## src/rtl/freq_meter.sv

```systemverilog
// Gated rising-edge frequency meter with valid/ready result register.
// Optional FREQ_METER_DEGLITCH_EN adds a 3-sample majority filter.
module freq_meter #(
  parameter int GATE_CYCLES = 48000000,
  parameter int CNT_W       = 32
) (
  input  logic             clk,
  input  logic             reset,
  input  logic             sig_in,
  input  logic             count_ready,
  output logic [CNT_W-1:0] count,
  output logic             count_sat,
  output logic             overrun,
  output logic             count_valid
);

  localparam int GW = (GATE_CYCLES > 2) ? $clog2(GATE_CYCLES) : 1;
  localparam logic [GW-1:0] LP_LAST = GW'(GATE_CYCLES - 1);

  logic             r_sync1;
  logic             r_sync2;
  logic             r_prev;
  logic             r_edge;
  logic [GW-1:0]    r_gate;
  logic [CNT_W-1:0] r_cnt;
  logic             r_sat;
  logic [CNT_W-1:0] r_count;
  logic             r_csat;
  logic             r_ovr;
  logic             r_valid;

  logic             w_lvl;
  logic             w_term;
  logic             w_full;
  logic             w_xfer;
  logic [CNT_W-1:0] w_cnt_nx;
  logic             w_sat_nx;

  always_ff @(posedge clk) begin
    if (reset) begin
      r_sync1 <= 1'b0;
      r_sync2 <= 1'b0;
    end else begin
      r_sync1 <= sig_in;
      r_sync2 <= r_sync1;
    end
  end

`ifdef FREQ_METER_DEGLITCH_EN
  logic r_h1;
  logic r_h2;
  logic r_maj;

  // 2-of-3 vote over consecutive synchronized samples
  always_ff @(posedge clk) begin
    if (reset) begin
      r_h1  <= 1'b0;
      r_h2  <= 1'b0;
      r_maj <= 1'b0;
    end else begin
      r_h1  <= r_sync2;
      r_h2  <= r_h1;
      r_maj <= (r_sync2 & r_h1) |
               (r_sync2 & r_h2) |
               (r_h1 & r_h2);
    end
  end

  assign w_lvl = r_maj;
`else
  assign w_lvl = r_sync2;
`endif

  always_ff @(posedge clk) begin
    if (reset) begin
      r_prev <= 1'b0;
      r_edge <= 1'b0;
    end else begin
      r_prev <= w_lvl;
      r_edge <= w_lvl & ~r_prev;
    end
  end

  assign w_term   = (r_gate == LP_LAST);
  assign w_full   = &r_cnt;
  assign w_cnt_nx = (r_edge & ~w_full) ? r_cnt + CNT_W'(1) : r_cnt;
  assign w_sat_nx = r_sat | (r_edge & w_full);
  assign w_xfer   = r_valid & count_ready;

  // Counters free-run; output back-pressure never stalls them
  always_ff @(posedge clk) begin
    if (reset) begin
      r_gate <= '0;
      r_cnt  <= '0;
      r_sat  <= 1'b0;
    end else if (w_term) begin
      r_gate <= '0;
      r_cnt  <= '0;
      r_sat  <= 1'b0;
    end else begin
      r_gate <= r_gate + GW'(1);
      r_cnt  <= w_cnt_nx;
      r_sat  <= w_sat_nx;
    end
  end

  always_ff @(posedge clk) begin
    if (reset) begin
      r_count <= '0;
      r_csat  <= 1'b0;
      r_ovr   <= 1'b0;
      r_valid <= 1'b0;
    end else if (w_term) begin
      r_count <= w_cnt_nx;
      r_csat  <= w_sat_nx;
      r_ovr   <= r_valid & ~count_ready;
      r_valid <= 1'b1;
    end else if (w_xfer) begin
      r_valid <= 1'b0;
    end
  end

  assign count       = r_count;
  assign count_sat   = r_csat;
  assign overrun     = r_ovr;
  assign count_valid = r_valid;

endmodule

```

## config.mk

```make
export PLATFORM = sky130hd
export DESIGN_NAME = freq_meter
export DESIGN_NICKNAME = d
export VERILOG_FILES = /design/src/rtl/freq_meter.sv
export SDC_FILE = /design/constraint.sdc
export NUM_CORES = 1
export LEC_CHECK = 0
export ABC_AREA = 1
export CAP_MARGIN = 20
export CORE_AREA = 2 2 113 115
export DETAILED_ROUTE_END_ITERATION = 7
export DIE_AREA = 0 0 115 117
export PLACE_DENSITY = 0.68
export SLEW_MARGIN = 25
export SYNTH_ARGS = -nofsm -noshare
export SYNTH_HDL_FRONTEND = slang
export SYNTH_SLANG_ARGS = --single-unit
export TNS_END_PERCENT = 10
```

## constraint.sdc

```tcl
create_clock -name clk -period 2.3 [get_ports clk]
set_clock_uncertainty 0.05 [all_clocks]
set_input_delay 0.23 -clock clk [delete_from_list [all_inputs] [get_ports clk]]
set_output_delay 0.23 -clock clk [all_outputs]
set_load 0.02 [all_outputs]
```

==> results.txt, run 1 <==
- In this run the count of I/O pins placed on the die edge is 39.
- In the post-synthesis netlist, the biggest area contributors are dfxtp_1 (41%), nand2_1 (18%), nand3_1 (9.7%).
- For this run, the slowest stage of the critical path takes 0.42 ns.
- Worst reg2reg startpoint: r_cnt[0]
- Post-CTS Setup Repair Bufs: 0
- In this run the worst setup path begins at r_cnt[0].
- At the later pin of the worst-skew pair, clock insertion delay measures 0.35 ns.
- For this run, asynchronously set or reset flops after synthesis account for 0%.
- Most used cells in the layout excluding fill and tap cells: nand2_1 (234), nor2_1 (102), dfxtp_1 (98)
- The min-delay analysis places its worst path in the category flop to flop.
* CP Buf/Inv Count: 1
* Inserted Diodes: 0
- STA classifies the critical path startpoint as a flop.
* Synthesized netlist net count: ~730
* Flip-flop and latch count after synthesis: between 90 and 100
- Half-perimeter wire length of the detailed placement result: around 7700 um
* Cell row count: just over 40
- Static timing analysis puts the maximum clock frequency at 481 MHz.
- In this run, distinct cell masters in the synthesized netlist total 33.
- In this run the number of H-tree levels came out at 3.
- Summed over all layers, the global routing overflow is 0.
* Warnings, synthesis: 0
- Pin count of the biggest net entering global routing: between 50 and 60
- Worst reg-to-reg setup slack: roughly 0.22 ns
* Cell family contributing the most delay on the critical path: simple AND/OR/NAND/NOR gates
- Setup violations remaining at the end of the flow were counted as 0.
- For this configuration, the core starts out at a cell density of about two fifths.
- Placement Cell Area: about 5300 um2
- Dividing the final minimum period by the clock period gives approximately nine tenths.
- The die covers between 10000 and 15000 um2.
- Share of post-route cells with drive strength above 1: 5.38%
- The area growth from synthesis to layout is 16.8%.
- Path length in cells of the critical path: 10
* Required time of the critical path: around 2.5 ns
- The share of synthesized area in the top cell type comes to 40.7%.
- Clock slew at reported path FFs: 0.07 ns
- Number of max-slew violations in the final report: 0
- Number of port buffers: 38
- Wire length of the first global-routing pass: ~19000 um
- In the synthesized netlist the dominant register cell turns out to be dfxtp_1.
- Synth Area per Inst: 6.70 um2
- Die width: 115 um
- Worst path cell trace: ha_1 > nand3_2 > inv_1 > nand2_2 > nor2_4 > nand3b_2 > nand2_1 > nand2_1 > nand3_1 > nand2_1
* Clock sink count: 98
* Worst path arrival time: 2.27 ns
- Gates resized during post-CTS repair numbered 0.
- The cell that appears most often on the critical path is nand2_1.
- The worst register-to-register path has a depth of 10.
* CTS tree: yes
- Leading cell type in the layout, fill and taps excluded: nand2_1
- Startpoint-to-endpoint class of the critical path: flop to flop
- FILL cells: about 1300
- The worst-case IR drop observed on VDD is 0.378 mV.
* Maximum capacitance violations: 0
* Slew Limit Headroom: between 60% and 70%
* Total Negative Setup Slacks: 0 ns
* Antenna-violating nets left: 0
* Gpl congestion: 0.885
- Dividing the detail-routed wire length by the instance count gives 11.8 um.
- The die is around 120 um tall.
* Footprint of the flip-flops and latches: between 1500 and 2000 um2
* CTS Buf Count: 9
* Seq/Total Area, Yosys: 40.7%
* Destination of the critical timing path: count[17]
* Fin crit period: 2.08 ns
* Final hold violation count: 0
- The largest total area in the synthesized netlist belongs to dfxtp_1.
- On the critical path, the stage with the largest delay is an instance of dfxtp_1.
* Hold_buf cts: 0
* Non-Filler Cell Area, Final: 5630 um2
- Power spread over the standard cell area amounts to 582 nW/um2.
- After detailed routing, the number of remaining DRC violations is 0.
- The via count of the first global-routing pass is 4031.
- STA classifies the critical path endpoint as a flop.
- Final wirelength: approximately 11000 um
* Vias post-DR: approximately 4300
* Detailed-routing iteration count for the pre-antenna-repair pass: 4
* Root buf cell: clkbuf_16
- After detailed routing, the number of vias per cell comes to around 4.8.
* Setup repair after global routing missed its margin: no
- Net count, final: approximately 760
- Antenna violations before repair: 0
- Clock Tree Buf Depth: 2
- Result of the run: finished, final reports clean
- Count of mapped cells out of synthesis: around 700
- After the first detailed-routing iteration, the DRC count stood at approximately 250.
* Post-synth EDFFs: 0
- Total global routing track utilization: about 17%
- Maximum fanout along the worst path: 18
* Floorplan core area: 12300 um2
* Area of combinational cells with multiple inputs: 2480 um2
- Total standard cell area after synthesis: between 4000 and 5000 um2
- Endpoint of the most critical register-to-register path: count[17]
- The analysis attributes to cell leakage a power of about 2.2 nW.
- For the pin with the worst max-slew slack, the measured transition is about 0.50 ns.
==> per-stage QoR <==
step | cells | power (mW) | hold WS, ns | worst slack [ns] | util, %
after detailed placement | 895 | 1.81 | 0.347 | 0.260 | 43.2
after global routing | 912 | 3.40 | 0.355 | 0.0186 | 45.7
after global placement | 895 | 1.81 | 0.336 | 0.275 | 43.2
after floorplan | 720 | 1.80 | 0.287 | 0.581 | -
final | 912 | 3.28 | 0.352 | 0.219 | 45.7
after CTS | 911 | 3.32 | 0.339 | 0.238 | 45.6
==> where the power goes <==
group / switching, mW / internal, mW
clock: 0.650 / 0.852
combinational: 0.0439 / 0.0194
sequential: 0.00633 / 1.70
total: 0.700 / 2.58
==> worst register-to-register path: cells and delay by family (launching register included) <==
kind | cells | cell delay (ns)
buf+inv | 1 | 0.11
fa+ha+maj | 1 | 0.25
flops | 1 | 0.42
simple gates | 8 | 1.14
==> synthesized netlist by cell type, types with 6 or more instances <==
master / instances
clkbuf_1: 6
nand2_1: 234
a21oi_1: 23
inv_1: 63
nand4_1: 10
nor3_1: 16
o21ai_0: 8
buf_6: 9
xnor2_1: 12
nor2_1: 102
dfxtp_1: 98
nand3_1: 93
==> layer usage <==
layer / vias to the layer above / track usage (%) / share of wire (%)
li1: 2359 / - / -
met1: 1905 / 22.6 / 50
met2: 65 / 27.6 / 46
met3: 8 / 4.02 / 3.3
met4: 0 / 5.86 / 1.0
met5: - / 0 / 0
==> worst min-delay path by stage <==
stage / start / end / cells past startpoint / slack, ns
after floorplan: sig_in / r_sync1 / 2 / 0.29
after global placement: r_prev / r_edge / 1 / 0.34
after detailed placement: r_prev / r_edge / 1 / 0.35
after CTS: sig_in / r_sync1 / 3 / 0.34
after global routing: sig_in / r_sync1 / 3 / 0.36
final: r_prev / r_edge / 1 / 0.35
==> cell families after synthesis <==
| logic type | Yosys count | share of synthesized area, % |
|---|---|---|
| buffers and inverters | 86 | 8.31 |
| AOI/OAI and AO/OA | 31 | 3.22 |
| adders and majority gates | 2 | 0.519 |
| DFF | 98 | 40.7 |
| and+or+nand+nor | 486 | 44.2 |
| xor gates and xnor gates | 17 | 3.09 |
==> cell type report <==
cell class,instances,area share (%)
Multi-Input combinational cell,537,44.0
Sequential cell,98,34.8
Timing Repair Buffer,46,8.26
Inverter,65,4.33
Clock buffer,11,4.13
Tap cell,150,3.33
Clock inverter,5,1.09
Note: power is estimated with default switching activity, not from simulation.
==> run 2, diff against run 1 <==
--- a/config.mk
+++ b/config.mk
@@ -7,11 +7,11 @@
 export LEC_CHECK = 0
 export ABC_AREA = 1
 export CAP_MARGIN = 20
-export CORE_AREA = 2 2 113 115
+export CORE_AREA = 2 2 121 123
 export DETAILED_ROUTE_END_ITERATION = 7
-export DIE_AREA = 0 0 115 117
-export PLACE_DENSITY = 0.68
-export SLEW_MARGIN = 25
+export DIE_AREA = 0 0 123 125
+export PLACE_DENSITY = 0.62
+export SLEW_MARGIN = 20
 export SYNTH_ARGS = -nofsm -noshare
 export SYNTH_HDL_FRONTEND = slang
 export SYNTH_SLANG_ARGS = --single-unit
==> run 2 against run 1 <==
  * Hold slack got worse by 0.013 ns
  * Worst setup slack improved by 0.089 ns
  * Wire length rose by 4.3%
  * First-iteration DRC count rose by 13%
  * Power rose by 5.5%
  * Die area rose by 14%
  * Combinational power rose by 2%
  * Sequential share of layout area fell by 0.36 points
  * Register-to-register slack improved by 0.09 ns
  * Largest power group unchanged
  * Highest routed layer unchanged
==> results.txt, run 2 (same netlist as run 1, synthesis figures left out) <==
- Result of the run: finished, final reports clean
- The worst path required time was 2.50 ns (about the same).
- Maximum capacitance violations: 0 (unchanged)
- STA classifies the critical path endpoint as a flop.
- The internal power summed over all cells is 2.74 mW (+6.5%).
- Clock sink count: 98 (unchanged)
- The initial cell density of the core is 33.9% (-5.2 points).
- Most used cells in the layout excluding fill and tap cells: nand2_1 (234), nor2_1 (102), dfxtp_1 (98)
- Net count, final: 763 (unchanged)
- The number of violations reported at the end of detailed-routing iteration 0 is 276 (+13%).
- The worst relative slew slack is 69.8% (+3.2 points).
* Antenna-violating nets left: 0 (unchanged)
- The peak supply drop was 0.294 mV (-22%).
- The number of buffers on the longest clock path came to 2 (unchanged).
- The setup slack at placement was 0.302 ns (+0.0412 ns).
* CTS Buf Count: 9 (unchanged)
* FILL cells: 1559 (+21%)
- Worst reg-to-reg setup slack: 0.31 ns (+0.09 ns)
- The count of standard-cell rows is 44 (+7.3%).
- The source-to-sink clock delay at the later pin of the worst-skew pair came to 0.35 ns (about the same).
- Clock slew at reported path FFs: 0.07 ns (about the same)
- The number of instances on the worst hold path came to 3 (+2).
* Total DRC errors in the routed layout: 0 (unchanged)
- The die outline height is 125 um (+6.8%).
* Pin count of the biggest net entering global routing: 59 (unchanged)
- Mean number of vias per cell: 4.58 (-3.6%)
- The depth of the CTS H-tree came to 3 (unchanged).
- The total setup violations reported at the end of the flow is 0 (unchanged).
* Final core utilization: 40.1% (-5.7 points)
- Half-perimeter wire length of the detailed placement result: 8190 um (+5.9%)
* Number of I/O pins: 39 (unchanged)
- Startpoint-to-endpoint class of the critical path: flop to flop
* Static Leak: 2.19 nW (+0.38%)
- Inserted Diodes: 0 (unchanged)
- Final hold violation count: 0 (unchanged)
* Total net switching power: 713 uW (+1.9%)
* Root buf cell: clkbuf_16
* Via count of the first global-routing pass: 3897 (-3.3%)
- The worst setup path is launched from a flop.
- The number of antenna violations at the first check in global routing came to 0 (unchanged).
- The library cell used most frequently in the layout, excluding fill and tap cells, is nand2_1.
* Floorplan core area: 14200 um2 (+15%)
- Gpl congestion: 0.908 (+2.6%)
* Number of max-slew violations in the final report: 0 (unchanged)
- The transition time of the tightest slew-check pin came to 0.450 ns (-0.0480 ns).
- The power share of the combinational group came to 1.9% (about the same).
- The number of hold-repair buffers added at the cts stage came to 0 (unchanged).
- Hold Crit Endpoint: r_sync1
- The startpoint identified for the worst register-to-register timing path is r_cnt[0].
* CTS tree: yes
* Post-CTS Setup Repair Bufs: 0 (unchanged)
* Final WS setup: 0.309 ns (+0.0892 ns)
- The overall overflow remaining after global route came to 0 (unchanged).
- The width of the chip came to 123 um (+7.0%).
- Final wirelength: 11300 um (+4.3%)
- The arrival time of data at the critical path endpoint came to 2.19 ns (-0.08 ns).
* Pwr dens: 607 nW/um2 (+4.4%)
- The worst register-to-register path ends at count[30].
* Fin crit period: 1.99 ns (-0.0892 ns)
* Share of post-route cells with drive strength above 1: 5.64% (+0.26 points)
- Switching part of the total: 20.6% (-0.72 points)
* P&R area growth vs syn: 18.0%
- The number of gates given a new drive strength after cts came to 0 (unchanged).
* Maximum fanout along the worst path: 36 (+18)
* Wire length of the first global-routing pass: 18700 um (+0.37%)
- The maximum operating frequency came to 502 MHz (+4.5%).
* Total Negative Setup Slacks: 0 ns (unchanged)
- Start point of the worst min-delay path: sig_in
- The count of input and output buffers came to 38 (unchanged).
* Flop pwr share: 49.5% (-2.7 points)
- Wire length per cell: 11.9 um (+0.52%)
- Vias post-DR: 4337 (unchanged)
* Die Footprint: 15400 um2 (+14%)
- The min-delay analysis places its worst path in the category primary input to flop.
- The count of cells along the worst register-to-register path came to 10 (unchanged).
* Detailed-routing iteration count for the pre-antenna-repair pass: 5 (+1)
- Fin crit share: 86.6% (-3.9 points)
- Total global routing track utilization: 15.1% (-2.0 points)
- The clock network fraction of design power is 48.6% (+2.8 points).
- The overall power came to 3.46 mW (+5.5%).
* Setup repair after global routing missed its margin: no
[run 2: layout make-up]
| type | count | area (um2) | share of cell area [%] |
|---|---|---|---|
| Timing Repair Buffer | 47 | 460 | 8.09 |
| Tap cell | 184 | 230 | 4.05 |
| Sequential cell | 98 | 1960 | 34.5 |
| Multi-Input combinational cell | 536 | 2460 | 43.2 |
| Clock buffer | 11 | 253 | 4.44 |
| Clock inverter | 5 | 82.6 | 1.45 |
| Inverter | 65 | 244 | 4.29 |
[run 2: worst max-delay path by stage]
| stage | start | to | slack, ns |
|---|---|---|---|
| finish | r_cnt[0] | count[30] | 0.31 |
| global route | r_cnt[0] | count[14] | 0.07 |
| CTS | r_cnt[0] | count[30] | 0.29 |
| detailed placement | r_cnt[0] | count[30] | 0.30 |
| global placement | r_cnt[0] | count[30] | 0.37 |
| floorplan | r_gate[0] | r_gate[16] | 0.58 |
[run 2: layer usage]
layer  track usage [%]  wire length (um)  vias to the layer above
met5                 0                 0                        -
met4              5.28               142                        0
met3              3.74               363                       10
li1                  -                 -                     2348
met2              23.4              5140                       71
met1              20.5              5610                     1908
[run 2: worst max-delay path: stages, from the launching register on]
cell and delay [ns]:
dfxtp_1 0.39, ha_1 0.25, nand3_2 0.13, inv_1 0.11
nand2_2 0.10, nor2_4 0.16, nand3b_4 0.32, nand2_1 0.17
nand2_1 0.09, nand3_1 0.07, nand2_1 0.05
[run 2: power by group through the flow]
stage          clock [mW]  combinational (mW)  sequential [mW]
2_1_floorplan           0              0.0479             1.75
3_3_place_gp            0              0.0654             1.75
3_5_place_dp            0              0.0655             1.75
5_1_grt              1.79              0.0719             1.71
4_1_cts              1.73              0.0663             1.71
6_report             1.68              0.0648             1.71
[run 2: per-stage QoR]
| stage | instances | hold slack (ns) | cell area [um2] |
|---|---|---|---|
| final | 946 | 0.339 | 5690 |
| after global routing | 946 | 0.355 | 5690 |
| after CTS | 946 | 0.334 | 5690 |
| after detailed placement | 930 | 0.336 | 5360 |
| after global placement | 930 | 0.331 | 5360 |
| after floorplan | 720 | 0.287 | 4820 |
==> run 3, diff against run 2 <==
--- a/config.mk
+++ b/config.mk
@@ -10,6 +10,7 @@
 export CORE_AREA = 2 2 121 123
 export DETAILED_ROUTE_END_ITERATION = 7
 export DIE_AREA = 0 0 123 125
+export GPL_ROUTABILITY_DRIVEN = 0
 export PLACE_DENSITY = 0.62
 export SLEW_MARGIN = 20
 export SYNTH_ARGS = -nofsm -noshare
==> run 3 against run 2 <==
  * Core utilization increased by 0.097 points
  * Hold slack got worse by 0.0024 ns
  * Final cell count unchanged
  * Via count about the same
  * Sequential share of layout area decreased by 0.083 points
  * Critical path depth unchanged
  * Wire length decreased by 2.3%
  * Largest cell class unchanged
==> results.txt, run 3 (same netlist as run 1, synthesis figures left out) <==
- The run finished with clean final reports.
* Maximum fanout along the worst path: 36 (unchanged)
* Total net switching power: 727 uW (+2.0%)
- Fraction of power consumed by the clock network: 49.6% (+1.0 points)
- CP Buf/Inv Count: 1 (unchanged)
- The average wire length per cell after detail routing was 11.6 um (-2.3%).
- The number of gates given a new drive strength after cts came to 0 (unchanged).
* Die width: 123 um (unchanged)
- Inserted Diodes: 0 (unchanged)
* Hold_buf cts: 0 (unchanged)
* Setup Viol. Count Final: 0 (unchanged)
* Combinational group share of total power: 1.8% (about the same)
- Path length in cells of the critical path: 10 (unchanged)
- The switching power share of the total is 20.6% (about the same).
- Total power: 3.52 mW (+2.0%)
* Placed cell count: 930 (unchanged)
- Required time of the critical path: 2.49 ns (about the same)
- Crit path top cell by count: nand2_1
- Pwr dens: 618 nW/um2 (+1.7%)
* Number of max-slew violations in the final report: 0 (unchanged)
* Total Negative Setup Slacks: 0 ns (unchanged)
* Worst setup timing slack at the placement stage: 0.300 ns (-0.00126 ns)
- The final instance area was 5700 um2 (+0.24%).
- The arrival time of data at the critical path endpoint is 2.22 ns (+0.03 ns).
- The internal power summed over all cells came to 2.80 mW (+2.0%).
* Antenna violations before repair: 0 (unchanged)
* Fin crit period: 2.03 ns (+0.0337 ns)
- The leakage power of the design was 2.19 nW (about the same).
* DR top layer: met4
* Via count of the first global-routing pass: 4078 (+4.6%)
- Slew Limit Headroom: 66.9% (-2.9 points)
- Transition at the pin with the smallest max-transition slack: 0.492 ns (+0.0428 ns)
- The per-cell via count in the routed design came to 4.59 (about the same).
* Half-perimeter wire length of the detailed placement result: 8190 um (about the same)
* Longest individual stage delay on the worst path: 0.40 ns (about the same)
- Pin count of the biggest net entering global routing: 59 (unchanged)
- Number of I/O pins: 39 (unchanged)
- Most used cells in the layout excluding fill and tap cells: nand2_1 (234), nor2_1 (102), dfxtp_1 (98)
- Met3 WL: 282 um (-22%)
- The final standard cell count with taps included and fillers excluded came to 946 (unchanged).
- The area of the die is 15400 um2 (unchanged).
- The final critical-path share of the clock period is 88.0% (+1.5 points).
* Floorplan core area: 14200 um2 (unchanged)
* Post-CTS Setup Repair Bufs: 0 (unchanged)
- Wire length of the first global-routing pass: 18900 um (+1.1%)
* Vias post-DR: 4338 (+0.023%)
- Max H-tree Level: 3 (unchanged)
- The worst hold margin is 0.337 ns (-0.00236 ns).
- The area used by multi-input combinational logic came to 2460 um2 (unchanged).
- Total length of routed met2 wires: 5060 um (-1.6%)
- The area growth from synthesis to layout is 18.3%.
- The number of buffers on the longest clock path is 2 (unchanged).
* Kind of capture point of the worst setup path: flop
* Detailed-routing iteration count for the pre-antenna-repair pass: 4 (-1)
- Leading cell type in the layout, fill and taps excluded: nand2_1
- Setup repair after global routing missed its margin: no
* Final core utilization: 40.2% (+0.097 points)
* Initial drt markers: 280 (+1.4%)
- Standard cell with the maximum stage delay on the critical path: dfxtp_1
- Total global routing track utilization: 15.2% (+0.051 points)
* Maximum capacitance violations: 0 (unchanged)
- The number of routed nets with antenna violations came to 0 (unchanged).
- Final wirelength: 11000 um (-2.3%)
* Number of port buffers: 38 (unchanged)
- The number of nets in the layout was 763 (unchanged).
* Placement Cell Area: 5360 um2 (unchanged)
- The TritonCTS buffer count was 9 (unchanged).
* Flop pwr share: 48.5% (-1.0 points)
- Final hold violation count: 0 (unchanged)
* Met1 routed wirelength after detailed routing: 5440 um (-3.0%)
* Startpoint-to-endpoint class of the critical path: flop to flop
- The number of sinks handled by clock tree synthesis was 98 (unchanged).
- The signal on the critical path passes through ha_1 > nand3_2 > inv_1 > nand2_2 > nor2_4 > nand3b_4 > nand2_1 > nand2_1 > nand3_1 > nand2_1.
* Clock slew at reported path FFs: 0.07 ns (about the same)
- FILL cells: 1523 (-2.3%)
- Root buf cell: clkbuf_16
* Cell row count: 44 (unchanged)
- DIE HEIGHT: 125 um (unchanged)
- The path class of the tightest hold or removal check is primary input to flop.
- The smallest setup slack after layout came to 0.275 ns (-0.0337 ns).
- TritonCTS built the clock tree.
* FF-to-FF path depth: 10 (unchanged)
* Element type at the critical path start: flop
- The post-route DRC violation count was 0 (unchanged).
* Starting density of the core: 33.9% (unchanged)
* Footprint of the flip-flops and latches: 1960 um2 (unchanged)
- Instance count along the most critical hold path: 3 (unchanged)
* Share of post-route cells with drive strength above 1: 5.64% (unchanged)
- Overall overflow remaining after global route: 0 (unchanged)
- Clock insertion delay at the later pin of the skew report: 0.35 ns (about the same)
- The peak supply drop was 0.405 mV (+37%).
- Among cell families on the critical path, the largest total delay comes from simple AND/OR/NAND/NOR gates.
- Achievable frequency: 494 MHz (-1.7%)
run 3: power by group through the flow:
stage | combinational (mW) | sequential [mW] | clock (mW)
floorplan | 0.0479 | 1.75 | 0
global placement | 0.0653 | 1.75 | 0
detailed placement | 0.0652 | 1.75 | 0
CTS | 0.0653 | 1.71 | 1.80
global route | 0.0726 | 1.71 | 1.87
finish | 0.0645 | 1.71 | 1.75
run 3: metal layers:
layer | track usage (%) | up-vias
met1 | 20.1 | 1909
li1 | - | 2358
met3 | 4.29 | 13
met4 | 5.48 | 0
met5 | 0 | -
met2 | 23.6 | 58
run 3: final timing paths:
check / slack, ns / to / start
max reg2reg: 0.27 / count[14] / r_cnt[0]
max: 0.27 / count[14] / r_cnt[0]
min: 0.34 / r_sync1 / sig_in
min reg2reg: 0.34 / r_edge / r_prev
run 3: final cells by class:
type | count | share of cell area, %
clock inverters | 7 | 2.17
well taps | 184 | 4.04
multi-input cells | 536 | 43.1
inverters | 65 | 4.28
repair buffers | 47 | 8.07
clock buffers | 9 | 3.95
flip-flops and latches | 98 | 34.4
run 3: tightest hold or removal path, cell delays in order:
cell and delay [ns]:
clkdlybuf4s50_1 0.39, inv_1 0.05, nor2_1 0.03
